--- src/rtl/sram_output_ctrl_if.sv ---
// Request/readout handshakes and SRAM macro pins for the output-SRAM controller.
// The slave modport is the controller's view; master is the surrounding logic and SRAM.
interface sram_output_ctrl_if #(
  parameter int ADDR_W = 11,
  parameter int DATA_W = 128
);
  logic              w_valid;
  logic              w_ready;
  logic [ADDR_W-1:0] w_addr;
  logic [DATA_W-1:0] w_data;
  logic              w_acc;

  logic              r_valid;
  logic              r_ready;
  logic [ADDR_W-1:0] r_addr;
  logic [DATA_W-1:0] r_rdata;
  logic              r_rvalid;

  logic              busy;

  logic              sram_cen;
  logic              sram_wen;
  logic [ADDR_W-1:0] sram_a;
  logic [DATA_W-1:0] sram_d;
  logic [DATA_W-1:0] sram_q;

  modport slave (
    input  w_valid, w_addr, w_data, w_acc,
    output w_ready,
    input  r_valid, r_addr,
    output r_ready, r_rdata, r_rvalid,
    output busy,
    output sram_cen, sram_wen, sram_a, sram_d,
    input  sram_q
  );

  modport master (
    output w_valid, w_addr, w_data, w_acc,
    input  w_ready,
    output r_valid, r_addr,
    input  r_ready, r_rdata, r_rvalid,
    input  busy,
    input  sram_cen, sram_wen, sram_a, sram_d,
    output sram_q
  );
endinterface

--- src/rtl/sram_output_ctrl.sv ---
// Arbiter and cycle sequencer for the output SRAM: plain writes, host reads and
// read-add-write lanewise accumulation, all through registered SRAM pins.
module sram_output_ctrl #(
  parameter int ADDR_W = 11,
  parameter int DATA_W = 128,
  parameter int LANE_W = 16,
  parameter int SAT    = 1
) (
  input  logic                 CLK,
  input  logic                 RESET_N,
  sram_output_ctrl_if.slave    bus
);

  localparam int LANES = DATA_W / LANE_W;

  typedef enum logic [2:0] {
    IDLE,
    RD_ISSUE,
    RD_DATA,
    ACC_ISSUE,
    ACC_ADD
  } state_e;

  state_e            state_q, state_d;
  logic              prio_w_q, prio_w_d;
  logic              sram_cen_q, sram_cen_d;
  logic              sram_wen_q, sram_wen_d;
  logic [ADDR_W-1:0] sram_a_q, sram_a_d;
  logic [DATA_W-1:0] sram_d_q, sram_d_d;
  logic [DATA_W-1:0] acc_data_q, acc_data_d;
  logic [DATA_W-1:0] r_rdata_q, r_rdata_d;
  logic              r_rvalid_q, r_rvalid_d;

  logic              grant_w;
  logic              grant_r;
  logic [DATA_W-1:0] acc_sum;

  // Two's-complement lane add; on overflow both operands share a sign, so the
  // clamp direction follows that sign.
  function automatic logic [LANE_W-1:0] lane_add(
    input logic [LANE_W-1:0] x,
    input logic [LANE_W-1:0] y
  );
    logic [LANE_W-1:0] raw;
    logic              ovf;
    raw = x + y;
    ovf = (x[LANE_W-1] == y[LANE_W-1]) && (raw[LANE_W-1] != x[LANE_W-1]);
    if ((SAT != 0) && ovf) begin
      raw = x[LANE_W-1] ? {1'b1, {(LANE_W-1){1'b0}}} : {1'b0, {(LANE_W-1){1'b1}}};
    end
    return raw;
  endfunction

  always_comb begin
    acc_sum = '0;
    for (int i = 0; i < LANES; i++) begin
      acc_sum[i*LANE_W +: LANE_W] = lane_add(bus.sram_q[i*LANE_W +: LANE_W],
                                             acc_data_q[i*LANE_W +: LANE_W]);
    end
  end

  always_comb begin
    // NOTE: every signal written here gets a default first, so no path can
    // leave one unassigned and infer a latch.
    state_d    = state_q;
    prio_w_d   = prio_w_q;
    sram_cen_d = 1'b1;
    sram_wen_d = 1'b1;
    sram_a_d   = sram_a_q;
    sram_d_d   = sram_d_q;
    acc_data_d = acc_data_q;
    r_rdata_d  = r_rdata_q;
    r_rvalid_d = 1'b0;
    grant_w    = 1'b0;
    grant_r    = 1'b0;

    unique case (state_q)
      IDLE: begin
        grant_w = bus.w_valid && (!bus.r_valid || prio_w_q);
        grant_r = bus.r_valid && !grant_w;
        if (grant_w) begin
          prio_w_d   = 1'b0;
          sram_cen_d = 1'b0;
          sram_a_d   = bus.w_addr;
          if (bus.w_acc) begin
            acc_data_d = bus.w_data;
            state_d    = ACC_ISSUE;
          end else begin
            sram_wen_d = 1'b0;
            sram_d_d   = bus.w_data;
          end
        end else if (grant_r) begin
          prio_w_d   = 1'b1;
          sram_cen_d = 1'b0;
          sram_a_d   = bus.r_addr;
          state_d    = RD_ISSUE;
        end
      end
      // The read was launched on the accepting edge; this cycle the SRAM samples it.
      RD_ISSUE:  state_d = RD_DATA;
      RD_DATA: begin
        r_rdata_d  = bus.sram_q;
        r_rvalid_d = 1'b1;
        state_d    = IDLE;
      end
      ACC_ISSUE: state_d = ACC_ADD;
      ACC_ADD: begin
        sram_cen_d = 1'b0;
        sram_wen_d = 1'b0;
        sram_d_d   = acc_sum;
        state_d    = IDLE;
      end
      default:   state_d = IDLE;
    endcase
  end

  always_ff @(posedge CLK or negedge RESET_N) begin
    if (!RESET_N) begin
      state_q    <= IDLE;
      prio_w_q   <= 1'b1;
      sram_cen_q <= 1'b1;
      sram_wen_q <= 1'b1;
      sram_a_q   <= '0;
      sram_d_q   <= '0;
      acc_data_q <= '0;
      r_rdata_q  <= '0;
      r_rvalid_q <= 1'b0;
    end else begin
      // NOTE: non-blocking assignments keep every register sampling the
      // pre-edge values, independent of statement order.
      state_q    <= state_d;
      prio_w_q   <= prio_w_d;
      sram_cen_q <= sram_cen_d;
      sram_wen_q <= sram_wen_d;
      sram_a_q   <= sram_a_d;
      sram_d_q   <= sram_d_d;
      acc_data_q <= acc_data_d;
      r_rdata_q  <= r_rdata_d;
      r_rvalid_q <= r_rvalid_d;
    end
  end

  assign bus.w_ready  = grant_w;
  assign bus.r_ready  = grant_r;
  assign bus.r_rdata  = r_rdata_q;
  assign bus.r_rvalid = r_rvalid_q;
  assign bus.busy     = (state_q != IDLE) || !sram_cen_q;
  assign bus.sram_cen = sram_cen_q;
  assign bus.sram_wen = sram_wen_q;
  assign bus.sram_a   = sram_a_q;
  assign bus.sram_d   = sram_d_q;

endmodule

--- src/flat_wrapper.sv ---
// flat-port wrapper written by rule: the top's interface ports become plain ports
module sram_output_ctrl_flat 
#(
  parameter int ADDR_W = 11,
  parameter int DATA_W = 128,
  parameter int LANE_W = 16,
  parameter int SAT    = 1
)
  (CLK, RESET_N, bus_w_valid, bus_w_addr, bus_w_data, bus_w_acc, bus_w_ready, bus_r_valid, bus_r_addr, bus_r_ready, bus_r_rdata, bus_r_rvalid, bus_busy, bus_sram_cen, bus_sram_wen, bus_sram_a, bus_sram_d, bus_sram_q);
  sram_output_ctrl_if #(.ADDR_W(ADDR_W), .DATA_W(DATA_W)) bus_i ();
  input  logic CLK;
  input  logic RESET_N;
  input wire logic [$bits(bus_i.w_valid)-1:0] bus_w_valid;
  input wire logic [$bits(bus_i.w_addr)-1:0] bus_w_addr;
  input wire logic [$bits(bus_i.w_data)-1:0] bus_w_data;
  input wire logic [$bits(bus_i.w_acc)-1:0] bus_w_acc;
  output wire logic [$bits(bus_i.w_ready)-1:0] bus_w_ready;
  input wire logic [$bits(bus_i.r_valid)-1:0] bus_r_valid;
  input wire logic [$bits(bus_i.r_addr)-1:0] bus_r_addr;
  output wire logic [$bits(bus_i.r_ready)-1:0] bus_r_ready;
  output wire logic [$bits(bus_i.r_rdata)-1:0] bus_r_rdata;
  output wire logic [$bits(bus_i.r_rvalid)-1:0] bus_r_rvalid;
  output wire logic [$bits(bus_i.busy)-1:0] bus_busy;
  output wire logic [$bits(bus_i.sram_cen)-1:0] bus_sram_cen;
  output wire logic [$bits(bus_i.sram_wen)-1:0] bus_sram_wen;
  output wire logic [$bits(bus_i.sram_a)-1:0] bus_sram_a;
  output wire logic [$bits(bus_i.sram_d)-1:0] bus_sram_d;
  input wire logic [$bits(bus_i.sram_q)-1:0] bus_sram_q;
  assign bus_i.w_valid = bus_w_valid;
  assign bus_i.w_addr = bus_w_addr;
  assign bus_i.w_data = bus_w_data;
  assign bus_i.w_acc = bus_w_acc;
  assign bus_w_ready = bus_i.w_ready;
  assign bus_i.r_valid = bus_r_valid;
  assign bus_i.r_addr = bus_r_addr;
  assign bus_r_ready = bus_i.r_ready;
  assign bus_r_rdata = bus_i.r_rdata;
  assign bus_r_rvalid = bus_i.r_rvalid;
  assign bus_busy = bus_i.busy;
  assign bus_sram_cen = bus_i.sram_cen;
  assign bus_sram_wen = bus_i.sram_wen;
  assign bus_sram_a = bus_i.sram_a;
  assign bus_sram_d = bus_i.sram_d;
  assign bus_i.sram_q = bus_sram_q;
  sram_output_ctrl #(.ADDR_W(ADDR_W), .DATA_W(DATA_W), .LANE_W(LANE_W), .SAT(SAT)) u_core (.CLK(CLK), .RESET_N(RESET_N), .bus(bus_i));
endmodule
--- config.mk ---
export PLATFORM = sky130hd
export DESIGN_NAME = sram_output_ctrl_flat
export DESIGN_NICKNAME = d
export VERILOG_FILES = /design/src/rtl/sram_output_ctrl_if.sv /design/src/rtl/sram_output_ctrl.sv /design/src/flat_wrapper.sv
export SDC_FILE = /design/constraint.sdc
export NUM_CORES = 1
export LEC_CHECK = 0
export ABC_AREA = 0
export BUFFER_PORTS_ARGS = -buffer_cell sky130_fd_sc_hd__buf_2
export CORE_MARGIN = 8
export CORE_UTILIZATION = 28
export CTS_CLUSTER_SIZE = 14
export DETAILED_ROUTE_END_ITERATION = 10
export HOLD_SLACK_MARGIN = 0.1
export PLACE_DENSITY = 0.46
export SYNTH_ARGS = -nofsm -noshare
export SYNTH_HDL_FRONTEND = slang
export SYNTH_SLANG_ARGS = --single-unit
--- constraint.sdc ---
create_clock -name CLK -period 3.76 [get_ports CLK]
set_clock_uncertainty 0.15 [all_clocks]
set_input_delay 0.564 -clock CLK [delete_from_list [all_inputs] [get_ports CLK]]
set_output_delay 0.564 -clock CLK [all_outputs]
set_load 0.01 [all_outputs]
==> impl_metrics.csv <==
group,metric,value,unit
run_status,outcome,"finished, final reports clean",
place,place_hpwl,62900,um
sta,holdWs,142,ps
sta,min_period_over_period,88.5,%
die,rows,104,
finish,fin_nets,3368,
sta,final_hold_viol_count,0,
clocking,cts.path.max_buffers,3,
finish,post-route-util,38.7,%
clocking,insertion_delay,580,ps
die,die_w,300,um
finish,post-route-cell-area,31000,um^2
clocking,root_buffer,"clkbuf_16",
sta,rsz0062_at_grt,"false",
route,drt_first_iter_violations,934,
yosys,yosysWarnings,0,
critical_path,endpoint,"u_core.bus.sram_d[51]",
critical_path,r2r-start,"u_core.acc_data_q[49]",
sta,relSlewSlack,25.5,%
finish,seq_area,10100,um^2
place,globalplace.congestion,0.873,
pwr,power_density,853,nW/um^2
finish,multi_input_area,12000,um^2
yosys,synth_compound_area_share,17.9,%
yosys,synth_xor_area_share,3.10,%
flow_run,maxCapViolCount,0,
die,dieArea,90000,um^2
critical_path,endpoint_kind,"flip-flop",
critical_path,cpMostUsedCell,"o211ai_1",
finish,area_growth,37.4,%
critical_path,crit_type,"input pin to flip-flop",
yosys,synthMuxAreaShare,15.3,%
yosys,synth_ff_type,"dfrtp_1",
clocking,cts_num_sinks,402,
finish,mostFrequentLayoutCell,"buf_2",
sta,fin_setup_tns,0,ps
finish,fillers,8024,
finish,drive_above_1_share,32.6,%
yosys,ys_types,78,
clocking,cts_tree,"yes",
clocking,post_cts_resized,0,
global_routing,grt_pass1_vias,21700,
global_routing,globalRouteOverflowTotal,0,
yosys,syn_inst,2155,
critical_path,crit_chain,"dlygate4sd3_1 > buf_2 > ha_1 > a21o_1 > a21oi_1 > o211ai_1 > a311oi_1 > o211ai_1 > buf_4 > nand2_1 > a22oi_1",
hold_path,hp-class,"input pin to flip-flop",
yosys,yosys.area_share.simple,9.07,%
critical_path,r2r_setup_slack,700,ps
die,initial_core_util,28.2,%
route,drtAntennaViolNets,0,
die,boundaryPins,556,
sta,fmax,301,MHz
yosys,ys_ff_latch,402,
place,io_buffers,555,
yosys,synth_area,22600,um^2
critical_path,startpoint,"bus_sram_q[49]",
pwr,finalPower,26.5,mW
yosys,synth_edf_count,0,
sta,slew_violations,0,
die,die_h,300,um
route,drc,0,
route,wl_per_cell,20.4,um
critical_path,startpoint_type,"input pin",
global_routing,grtUsageTotal,17.9,%
route,vias,20200,
hold_path,holdPathStages,2,
global_routing,grt_max_degree,79,
critical_path,cpMaxStageDelayCell,"a311oi_1",
critical_path,arrival,3610,ps
critical_path,rr_worst_depth,9,
critical_path,cp_slowest_stage_delay,660,ps
sta,setup_violations,0,
place,postPlaceCellArea,26800,um^2
global_routing,antenna_found_initial,11,
global_routing,grt_first_pass_wirelength,129000,um
critical_path,critical_path.max_fanout,10,
yosys,synth_area_per_cell,10.5,um^2
sta,tightest_slew,1110,ps
route,wirelength,82700,um
clocking,ctsHtreeMaxLevel,2,
critical_path,timing.rr.end,"u_core.bus.sram_d[51]",
clocking,cts_made_buffers,49,
route,drtPass1Iterations,5,
die,coreArea,80200,um^2
route,routed_via_density,4.97,
yosys,synth_top_family_by_area,"compound AO/OA/AOI/OAI gates",
yosys,syn_nets,2566,
critical_path,required,4040,ps
pwr,vdd_drop_max,0.423,mV
yosys,ys_async_sr_fraction,100,%
clocking,path_clk_slew,60,ps
yosys,synthAdderAreaFrac,7.40,%
pwr,leakage,14.3,nW
finish,final_cell_mix,"buf_2, dfrtp_1, mux2_2",
sta,period_needed,3330,ps
yosys,synth_seq_area_share,44.6,%
## metrics by stage
stage,instances,setup WS (ps)
after floorplan,2155,832
after global placement,3717,501
after detailed placement,3717,477
after CTS,4055,526
after global routing,4063,229
final,4064,433
## state kept, by name, indices dropped and copies added (netlist names)
| name | count |
|---|---|
| u_core.state_q | 3 |
| u_core.bus.sram_d | 128 |
| u_core.acc_data_q | 128 |
| u_core.bus.sram_wen | 1 |
| u_core.bus.sram_cen | 1 |
| u_core.bus.r_rdata | 128 |
| u_core.bus.r_rvalid | 1 |
| u_core.prio_w_q | 1 |
| u_core.bus.sram_a | 11 |
## layout make-up
type	instances	area share, %
Tap cell	1060	4.27
Timing Repair Buffer	858	18.7
Multi-Input combinational cell	1610	38.6
Clock inverter	23	0.939
Sequential cell	402	32.4
Inverter	36	0.435
Antenna cell	8	0.0645
Clock buffer	67	4.53
## per-layer routing
layer	wire (um)	global-route usage, %	up-vias
li1	-	-	9578
met1	34900	21.9	9955
met2	40700	31.1	535
met3	4800	4.25	119
met4	2350	5.12	0
met5	0	0	-
## repair_timing
| action | CTS | global route |
|---|---|---|
| hold endpoints to repair | 343 | 0 |
| endpoints found under the setup margin | 0 | 0 |
| buffers inserted | 0 | 0 |
| hold buffers | 248 | 0 |
## worst min path at each step
| stage | endpoint | startpoint | slack [ps] |
|---|---|---|---|
| global placement | u_core.bus.sram_a[6] | u_core.bus.sram_a[6] | 320 |
| global route | u_core.bus.r_rdata[123] | bus_sram_q[123] | 100 |
| finish | u_core.bus.r_rdata[122] | bus_sram_q[122] | 140 |
| CTS | u_core.bus.sram_a[6] | bus_w_addr[6] | 100 |
| detailed placement | u_core.bus.sram_d[64] | u_core.bus.sram_d[64] | 320 |
| floorplan | u_core.acc_data_q[0] | RESET_N | 120 |
## power breakdown
part	switching, mW	leakage [nW]	internal, mW	total (mW)
sequential	1.28	4.77	6.58	7.87
clock	1.99	0.832	3.04	5.02
combinational	7.45	8.72	6.14	13.6
total	10.7	14.3	15.8	26.5
## worst max-delay path, delay by kind of cell
family / cells / cell delay, ps
AOI/OAI and AO/OA: 6 / 1750
buffers and inverters: 3 / 930
and+or+nand+nor: 1 / 80
adders and majority gates: 1 / 280
## Yosys cell counts, types with 10 or more instances
library cell  number  area (um^2)
a31oi_1           27          169
xnor2_1           39          342
a22oi_1           31          233
o21a_1            22          165
nand4_1           11         68.8
o21ai_0          139          696
and2_1            10         62.6
nor2_1            85          319
dfrtp_1          399         9980
mux2i_1           57          571
buf_2             35          175
a21oi_1          165          826
clkbuf_1          63          236
nand2b_1          16          100
o21bai_1          21          158
a21o_1            37          278
a211oi_1          31          233
nor3_1            19         95.1
a32oi_1           11         96.3
inv_1             36          135
nand2_1          243          912
ha_1             120         1500
a21boi_0          13         97.6
xor2_1            41          359
nand3_1           34          170
a221oi_1          20          175
o211ai_1          33          248
mux2_2           257         2890
## kinds of logic after synthesis
logic type               count (synthesis)
AO/OA/AOI/OAI                          623
AND/OR/NAND/NOR                        464
flip-flops                             402
multiplexers                           314
buffers and inverters                  143
adder cells (fa/ha/maj)                129
XOR/XNOR                                80
Note: power is estimated with default switching activity, not from simulation.
